## src/rtl/reg_disp_pkg.sv

```systemverilog
// Shared types and constants for the register-debug seven-segment scanner.
// Segment codes are active-low {dp, g, f, e, d, c, b, a}.
package reg_disp_pkg;

  typedef enum logic [1:0] {
    SEL  = 2'd0,
    CAP  = 2'd1,
    SCAN = 2'd2
  } state_e;

  localparam logic [7:0] SEG_BLANK = 8'hFF;
  localparam logic [7:0] AN_OFF    = 8'hFF;

  localparam logic [7:0] SEG_TABLE [16] = '{
    8'hC0, 8'hF9, 8'hA4, 8'hB0, 8'h99, 8'h92, 8'h82, 8'hF8,
    8'h80, 8'h90, 8'h88, 8'h83, 8'hC6, 8'hA1, 8'h86, 8'h8E
  };

endpackage

```

## src/rtl/reg_disp_scan_if.sv

```systemverilog
// Register-debug read port plus the seven-segment display outputs.
// master = scanner side, slave = CPU register file / board side.
interface reg_disp_scan_if;

  logic [4:0]  reg_sel;
  logic [31:0] reg_data;
  logic [7:0]  an;
  logic [7:0]  seg;
  logic [4:0]  cur_reg;

  modport master (
    output reg_sel, an, seg, cur_reg,
    input  reg_data
  );

  modport slave (
    input  reg_sel, an, seg, cur_reg,
    output reg_data
  );

endinterface

```

## src/rtl/reg_disp_scan_hex7seg.sv

```systemverilog
// Combinational hex nibble to active-low seven-segment decoder (dp always off).
module hex7seg
  import reg_disp_pkg::*;
(
  input  logic [3:0] nibble,
  output logic [7:0] seg
);

  assign seg = SEG_TABLE[nibble];

endmodule

```

## src/rtl/reg_disp_scan.sv

```systemverilog
// Snapshots one register-file entry and time-multiplexes it as 8 hex digits
// onto an active-low 8-digit display; manual or auto-stepping register select.
module reg_disp_scan
  import reg_disp_pkg::*;
#(
  parameter int DIGIT_CYCLES   = 100000,
  parameter int REG_HOLD_SCANS = 250
) (
  input  logic              clk,
  input  logic              rstn,
  input  logic              mode,
  input  logic [4:0]        sel_in,
  input  logic              freeze,
  reg_disp_scan_if.master   bus
);

  localparam int DIV_W  = $clog2(DIGIT_CYCLES);
  localparam int SCAN_W = (REG_HOLD_SCANS > 1) ? $clog2(REG_HOLD_SCANS) : 1;
  localparam logic [DIV_W-1:0]  DIV_LAST  = DIV_W'(DIGIT_CYCLES - 1);
  localparam logic [SCAN_W-1:0] SCAN_LAST = SCAN_W'(REG_HOLD_SCANS - 1);

  state_e             state;
  state_e             state_next;
  logic [DIV_W-1:0]   div_cnt;
  logic [2:0]         digit;
  logic [SCAN_W-1:0]  scan_cnt;
  logic [4:0]         auto_idx;
  logic [31:0]        snapshot;

  logic               blank;
  logic               scan_last;
  logic [3:0]         nibble;
  logic [7:0]         digit_seg;

  // First cycle of each digit slot is dark so the previous digit cannot ghost.
  assign blank     = (div_cnt == '0);
  assign scan_last = (digit == 3'd7) && (div_cnt == DIV_LAST);
  assign nibble    = snapshot[4*digit +: 4];

  hex7seg u_hex7seg (
    .nibble (nibble),
    .seg    (digit_seg)
  );

  // NOTE: registers are updated with non-blocking assignments so every flop
  // samples the pre-edge values regardless of statement order.
  always_ff @(posedge clk or negedge rstn) begin
    if (!rstn) state <= SEL;
    else       state <= state_next;
  end

  // NOTE: the default at the top of the block guarantees every path assigns
  // state_next, so no latch is inferred.
  always_comb begin
    state_next = state;
    unique case (state)
      SEL:     state_next = CAP;
      CAP:     state_next = SCAN;
      SCAN:    if (scan_last) state_next = SEL;
      default: state_next = SEL;
    endcase
  end

  always_ff @(posedge clk or negedge rstn) begin
    if (!rstn) begin
      bus.reg_sel <= '0;
      bus.cur_reg <= '0;
      bus.an      <= AN_OFF;
      bus.seg     <= SEG_BLANK;
      snapshot    <= '0;
      digit       <= '0;
      div_cnt     <= '0;
      scan_cnt    <= '0;
      auto_idx    <= '0;
    end else begin
      bus.an  <= AN_OFF;
      bus.seg <= SEG_BLANK;
      unique case (state)
        SEL: bus.reg_sel <= mode ? auto_idx : sel_in;
        CAP: begin
          // reg_data is combinational from the CPU for the reg_sel set in SEL.
          if (!freeze) begin
            snapshot    <= bus.reg_data;
            bus.cur_reg <= bus.reg_sel;
          end
        end
        SCAN: begin
          if (!blank) begin
            bus.an  <= ~(8'h01 << digit);
            bus.seg <= digit_seg;
          end
          // digit wraps 7 -> 0 on its own, leaving counters ready for the next scan.
          if (div_cnt == DIV_LAST) begin
            div_cnt <= '0;
            digit   <= digit + 3'd1;
          end else begin
            div_cnt <= div_cnt + 1'b1;
          end
          if (scan_last && mode && !freeze) begin
            if (scan_cnt == SCAN_LAST) begin
              scan_cnt <= '0;
              auto_idx <= auto_idx + 5'd1;
            end else begin
              scan_cnt <= scan_cnt + 1'b1;
            end
          end
        end
        default: ;
      endcase
    end
  end

endmodule

```

## src/flat_wrapper.sv

```systemverilog
// flat-port wrapper written by rule: the top's interface ports become plain ports
module reg_disp_scan_flat import reg_disp_pkg::*;
#(
  parameter int DIGIT_CYCLES   = 100000,
  parameter int REG_HOLD_SCANS = 250
)
  (clk, rstn, mode, sel_in, freeze, bus_reg_sel, bus_an, bus_seg, bus_cur_reg, bus_reg_data);
  reg_disp_scan_if bus_i ();
  input  logic clk;
  input  logic rstn;
  input  logic mode;
  input  logic [4:0] sel_in;
  input  logic freeze;
  output wire logic [$bits(bus_i.reg_sel)-1:0] bus_reg_sel;
  output wire logic [$bits(bus_i.an)-1:0] bus_an;
  output wire logic [$bits(bus_i.seg)-1:0] bus_seg;
  output wire logic [$bits(bus_i.cur_reg)-1:0] bus_cur_reg;
  input wire logic [$bits(bus_i.reg_data)-1:0] bus_reg_data;
  assign bus_reg_sel = bus_i.reg_sel;
  assign bus_an = bus_i.an;
  assign bus_seg = bus_i.seg;
  assign bus_cur_reg = bus_i.cur_reg;
  assign bus_i.reg_data = bus_reg_data;
  reg_disp_scan #(.DIGIT_CYCLES(DIGIT_CYCLES), .REG_HOLD_SCANS(REG_HOLD_SCANS)) u_core (.clk(clk), .rstn(rstn), .mode(mode), .sel_in(sel_in), .freeze(freeze), .bus(bus_i));
endmodule
```

## config.mk

```make
export PLATFORM = sky130hd
export DESIGN_NAME = reg_disp_scan_flat
export DESIGN_NICKNAME = d
export VERILOG_FILES = /design/src/rtl/reg_disp_pkg.sv /design/src/rtl/reg_disp_scan_if.sv /design/src/rtl/reg_disp_scan_hex7seg.sv /design/src/rtl/reg_disp_scan.sv /design/src/flat_wrapper.sv
export SDC_FILE = /design/constraint.sdc
export NUM_CORES = 1
export LEC_CHECK = 0
export CORE_MARGIN = 2
export CORE_UTILIZATION = 54
export DETAILED_ROUTE_END_ITERATION = 8
export HOLD_SLACK_MARGIN = 0.15
export PLACE_DENSITY = 0.87
export SLEW_MARGIN = 5
export SYNTH_ARGS = -nofsm -noshare
export SYNTH_HDL_FRONTEND = slang
export SYNTH_SLANG_ARGS = --single-unit
```

## constraint.sdc

```tcl
create_clock -name clk -period 3.24 [get_ports clk]
set_clock_uncertainty 0.15 [all_clocks]
set_input_delay 0.648 -clock clk [delete_from_list [all_inputs] [get_ports clk]]
set_output_delay 0.648 -clock clk [all_outputs]
set_load 0.02 [all_outputs]
```

==> results of run 1 <==
==> cell usage in the layout, fill, tap and decap left out, types with 2 or more instances in the layout <==
| cell | n |
|---|---|
| a21o_1 | 3 |
| a21oi_1 | 4 |
| and2_1 | 5 |
| and3_1 | 4 |
| and4_1 | 3 |
| buf_4 | 6 |
| bufinv_16 | 2 |
| clkbuf_8 | 9 |
| clkdlybuf4s50_1 | 64 |
| clkinvlp_4 | 2 |
| dfrtp_1 | 77 |
| dfstp_2 | 15 |
| ha_1 | 16 |
| inv_1 | 12 |
| mux2_2 | 40 |
| mux2i_1 | 13 |
| mux4_1 | 5 |
| nand2_1 | 30 |
| nand3_1 | 11 |
| nand3b_1 | 2 |
| nand4_1 | 7 |
| nor2_1 | 17 |
| nor2b_1 | 3 |
| nor3_1 | 10 |
| o211ai_1 | 2 |
| o21ai_0 | 12 |
| o221ai_1 | 4 |
| o31ai_1 | 6 |
| xnor2_1 | 7 |
| xor2_1 | 13 |
==> metrics by stage <==
stage	instance area (µm²)	worst slack, ns	utilization	hold slack [ns]	instances
6_report	5400	0.535	0.667	0.277	539
2_1_floorplan	4440	0.998	-	0.202	361
3_3_place_gp	5170	0.723	0.639	0.313	523
4_1_cts	5400	0.601	0.667	0.321	539
5_1_grt	5400	0.445	0.667	0.365	539
3_5_place_dp	5170	0.639	0.639	0.320	523
==> report_power, final <==
part           total (mW)  internal, mW  switching (mW)
Sequential           1.20          1.19          0.0161
Combinational       0.192         0.106          0.0858
Clock               0.859         0.440           0.420
==> cells by family after synthesis <==
family	after synthesis	share of synthesized area
flops	92	0.522
buf+inv	26	0.0315
xor+xnor	20	0.0394
simple gates	106	0.126
mux	60	0.170
compound gates	40	0.0648
other cells	1	0.000844
fa+ha+maj	16	0.0451
==> final timing paths <==
path                                    endpoint  cells after the start
min in group clk              u_core.scan_cnt[7]                      1
setup / recovery               u_core.bus.seg[3]                      8
hold / removal             u_core.bus.cur_reg[4]                      1
hold reg to reg               u_core.scan_cnt[7]                      1
setup reg to reg               u_core.bus.seg[3]                      8
max in group asynchronous       u_core.bus.an[3]                      2
==> layout make-up <==
class / instances / area [µm²] / share of cell area
Clock buffer: 9 / 124 / 0.0229
Clock inverter: 7 / 100 / 0.0185
Inverter: 13 / 48.8 / 0.00904
Multi-Input combinational cell: 243 / 1990 / 0.368
Sequential cell: 92 / 2320 / 0.430
Tap cell: 105 / 131 / 0.0243
Timing Repair Buffer: 70 / 686 / 0.127
==> worst max-delay path, delay by kind of cell (launching register included) <==
| family | cells | cell delay (ns) |
|---|---|---|
| fa+ha+maj | 1 | 0.21 |
| buf+inv | 2 | 0.22 |
| mux | 2 | 0.94 |
| compound gates | 3 | 0.41 |
| flops | 1 | 0.69 |
==> layer usage <==
metal | up-vias | share of wire
met5 | - | 0
met4 | 0 | 0.022
met3 | 17 | 0.031
met2 | 89 | 0.49
met1 | 1517 | 0.45
li1 | 1423 | -
==> reports/metrics.cfg, run 1 <==
[drt]
post_drt_wl_per_cell_um = 16.3
ant_nets = 0
remaining_drc_errors = 0
vias_per_cell = 5.65
vias = 3046
finalWirelength_um = 8770
drt_iter0_markers = 179
drtPass1Iterations = 4

[yosys]
synth_top_area_cell = dfrtp_1
synth-edff-count = 0
synth_ff_type = dfrtp_1
yosys.cell_types.count = 56
synthesis.area_mm2 = 0.00444
ys_seq_area_frac = 0.522
yosysTopAreaCellShare = 0.434
synth_most_common_cell = dfrtp_1
synth_nets = 418
yosys_warnings = 0
syn_inst = 361
yosys-top-cells-area = dfrtp_1 43%, mux2_2 10%, dfstp_2 8.9%
yosys-top-cells-count = 77 x dfrtp_1, 40 x mux2_2, 30 x nand2_1
ys_ff_latch = 92
syn_avg_cell_area_um2 = 12.3
async_flop_share = 1.00

[power]
total_power_mw = 2.25
p_leak_nw = 2.44
peakVddDrop_v = 0.000265
pwr_density_cell_mw_per_mm2 = 418

[worst_setup_path]
critPathLaunch = u_core.digit[0]
rr_startpoint = u_core.digit[0]
cp_max_fo = 11
cp.arrival_ns = 2.84
max_stage_delay_ns = 0.69
crit_chain = mux4_1 -> mux2_2 -> inv_1 -> ha_1 -> inv_1 -> a21oi_1 -> a21oi_1 -> o211ai_1
cp.required_ns = 3.38
crit_type = reg2reg
start_kind = register
r2r_setup_slack_ns = 0.54
critPathCaptureType = register
crit_path_top_delay_cell = dfrtp_1

[sta]
finalHoldViolCount = 0
rsz0062_at_grt = no
post-route-min-period_ns = 2.70
timing.fmax_mhz = 370
drv_slew = 0
setup_viol = 0
slew_headroom = 0.254
worst_pin_slew_ns = 1.11
period_share = 0.835
final.setup.tns_ns = 0

[floorplan]
core-area_mm2 = 0.00809
rows = 33
io_pins = 67
dieArea_mm2 = 0.00897
fp.dieW_um = 94.7
initial_core_util = 0.549
die_y_um = 94.7

[grt]
antenna_found_initial = 0
grtUsageMet3 = 0.0295
grt_max_degree = 81
grt_usage = 0.208
grt_pass1_vias = 3021
grt_use_met2 = 0.332
grt_util_met1 = 0.290
top_usage_layer = met2
overflow = 0
grt_pass1_wl_um = 14500

[final_layout]
num_antenna_cells = 0
layout-drive-gt1-share = 0.205
reg_top3 = u_core.snapshot x32, u_core.div_cnt x17
nets = 486
fillers = 618
top_register = u_core.snapshot
largest_register_ffs = 32
area_delta_synth_final_pct = 21.5

[clock_tree]
clkLatencyLatePin_ns = 0.36
path_clk_slew_ns = 0.10
htree_levels = 3
clock-root-buffer = clkbuf_8
cts_resized = 0
numCtsBuffers = 9
cts_tree = done
cts.sinks = 92
cts_buffer_depth = 2
postCtsSetupBuffers = 0
holdBufCountCts = 0

[run]
cap_violations = 0

[place]
numPortBuffers = 65
place_congestion = 0.844
dp_hpwl_um = 5990

[worst_hold_path]
min_path_type = in2async

[outcome]
outcome = completed

No activity file was read; power rests on OpenSTA's default activity.
==> run 2: changes to the inputs <==
clock period = 2.6 ns   (was 3.24 ns; I/O delays follow)
==> run 2 against run 1 <==
Net effect:
- clock power grew 22%
- first-iteration DRC count grew 1.7%
- hold slack improved by 0.057 ns
- sequential power grew 25%
- maximum frequency is 9.5% higher
- critical path type unchanged
- critical endpoint unchanged
- largest cell class unchanged
- largest power group unchanged
==> reports/metrics.cfg, run 2 (synthesis results as in run 1) <==
[outcome]
outcome = completed

[clock_tree]
clkLatencyLatePin_ns = 0.36  ; about the same
numCtsBuffers = 9  ; unchanged
path_clk_slew_ns = 0.09  ; about the same
cts_buffer_depth = 2  ; unchanged
clock-root-buffer = clkbuf_8
postCtsSetupBuffers = 0  ; unchanged
htree_levels = 3  ; unchanged
holdBufCountCts = 1  ; +1
cts.sinks = 92  ; unchanged
cts_resized = 0  ; unchanged
cts_tree = done

[sta]
finalHoldViolCount = 0  ; unchanged
period_share = 0.950  ; +0.115
drv_slew = 0  ; unchanged
worst_pin_slew_ns = 1.19  ; +0.0731 ns
rsz0062_at_grt = no
setup_viol = 0  ; unchanged
final.setup.worst_slack_ns = 0.130  ; -0.405 ns
holdWs_ns = 0.334  ; +0.0570 ns
timing.fmax_mhz = 405  ; +9.5%
final.setup.tns_ns = 0  ; unchanged
post-route-min-period_ns = 2.47  ; -0.235 ns
slew_headroom = 0.205  ; -0.0490

[final_layout]
area_delta_synth_final_pct = 22.8
final_cell_mix = 77 x dfrtp_1, 64 x clkdlybuf4s50_1, 40 x mux2_2
fillers = 585  ; -5.3%
layout-drive-gt1-share = 0.210  ; +0.00498
design_area_mm2 = 0.00546  ; +1.1%
nets = 490  ; +0.82%
largest_register_ffs = 32  ; unchanged
num_antenna_cells = 0  ; unchanged
fin_util = 0.674  ; +0.00711
top_register = u_core.snapshot
reg_top3 = u_core.snapshot x32, u_core.div_cnt x17
final_common_cell = dfrtp_1
layout.cells.non_filler = 543  ; +0.74%

[grt]
overflow = 0  ; unchanged
grt_usage = 0.212  ; +0.00403
grt_max_degree = 54  ; -33%
grt_pass1_wl_um = 14500  ; +0.43%
grt_pass1_vias = 2986  ; -1.2%
antenna_found_initial = 0  ; unchanged

[floorplan]
rows = 33  ; unchanged
core-area_mm2 = 0.00809  ; unchanged
dieArea_mm2 = 0.00897  ; unchanged
initial_core_util = 0.549  ; unchanged
die_y_um = 94.7  ; unchanged
io_pins = 67  ; unchanged
fp.dieW_um = 94.7  ; unchanged

[power]
combPwrFrac = 0.087  ; +0.002
p_leak_nw = 2.46  ; +0.84%
power.switching_mw = 0.633  ; +21%
peakVddDrop_v = 0.000279  ; +5.4%
total_power_mw = 2.79  ; +24%
p_sw_frac = 0.227  ; -0.00478
power_frac_seq = 0.537  ; +0.003
pwr_density_cell_mw_per_mm2 = 512  ; +23%
p_int_mw = 2.16  ; +25%
pwr-share-clk = 0.376  ; -0.005

[worst_hold_path]
min_path_type = reg2reg

[worst_setup_path]
path_delay_family = multiplexers
max_stage_delay_ns = 0.59  ; -0.10 ns
crit_type = reg2reg
critPathCaptureType = register
crit_path_top_delay_cell = mux4_1
cp.arrival_ns = 2.60  ; -0.24 ns
start_kind = register
crit_chain = buf_4 -> mux4_1 -> mux2_2 -> inv_1 -> ha_1 -> inv_1 -> a21oi_1 -> a21oi_1 -> o211ai_1
r2r_setup_slack_ns = 0.13  ; -0.41 ns
cp.required_ns = 2.73  ; -0.65 ns
cp_max_fo = 13  ; +2
crit_buf_inv = 3  ; +1

[place]
place_congestion = 0.814  ; -3.6%
dp_cells = 526  ; +0.57%
numPortBuffers = 65  ; unchanged
placed_cell_area_mm2 = 0.00522  ; +0.92%
dp_hpwl_um = 6210  ; +3.7%
dp_worst_setup_slack_ns = 0.192  ; -0.447 ns

[drt]
drtPass1Iterations = 4  ; unchanged
remaining_drc_errors = 0  ; unchanged
post_drt_wl_per_cell_um = 16.3  ; about the same
vias_per_cell = 5.57  ; -1.4%
ant_nets = 0  ; unchanged
vias = 3025  ; -0.69%
finalWirelength_um = 8830  ; +0.71%
drt_iter0_markers = 182  ; +1.7%

[run]
cap_violations = 0  ; unchanged

## run 2: cell count changes in the layout (fill, tap and decap cells not counted)
cell	previous run	this run
dlygate4sd3_1	0	1
buf_12	0	2
inv_8	1	0
buf_4	6	7
clkinv_2	1	0
clkinvlp_4	2	3
inv_6	0	1
## run 2: final cells by class
type                            count  area [µm²]  share of cell area
Clock buffer                        9         124              0.0227
Clock inverter                      7         100              0.0183
Inverter                           13        48.8             0.00894
Multi-Input combinational cell    243        1990               0.364
Sequential cell                    92        2320               0.425
Tap cell                          105         131              0.0241
Timing Repair Buffer               74         743               0.136
## run 2: power groups by stage
stage,clock network [mW],registers [mW],logic (mW)
3_3_place_gp,0,1.53,0.238
6_report,1.05,1.50,0.243
2_1_floorplan,0,1.54,0.0811
5_1_grt,1.15,1.51,0.264
3_5_place_dp,0,1.53,0.243
4_1_cts,1.08,1.50,0.246
## run 2: worst register-to-register path, cell delays in order (launching register included)
cell and delay [ns]:
dfrtp_1 0.34, buf_4 0.25, mux4_1 0.59, mux2_2 0.33, inv_1 0.15, ha_1 0.19, inv_1 0.06, a21oi_1 0.12
a21oi_1 0.06, o211ai_1 0.16
## run 2: worst paths after layout
path	end	cells past startpoint	from
min in group asynchronous	u_core.bus.cur_reg[4]	2	rstn
max reg2reg	u_core.bus.seg[3]	9	u_core.digit[0]
max	u_core.bus.seg[3]	9	u_core.digit[0]
min	u_core.auto_idx[4]	1	u_core.auto_idx[4]
max in group asynchronous	u_core.bus.seg[2]	3	rstn
min reg2reg	u_core.auto_idx[4]	1	u_core.auto_idx[4]
## run 2: routing by layer
| layer | GRT usage | share of wire | routed length, µm | vias to the layer above |
|---|---|---|---|---|
| li1 | - | - | - | 1431 |
| met1 | 0.282 | 0.44 | 3870 | 1491 |
| met2 | 0.350 | 0.51 | 4470 | 89 |
| met3 | 0.0303 | 0.038 | 334 | 14 |
| met4 | 0.0918 | 0.018 | 155 | 0 |
| met5 | 0 | 0 | 0 | - |
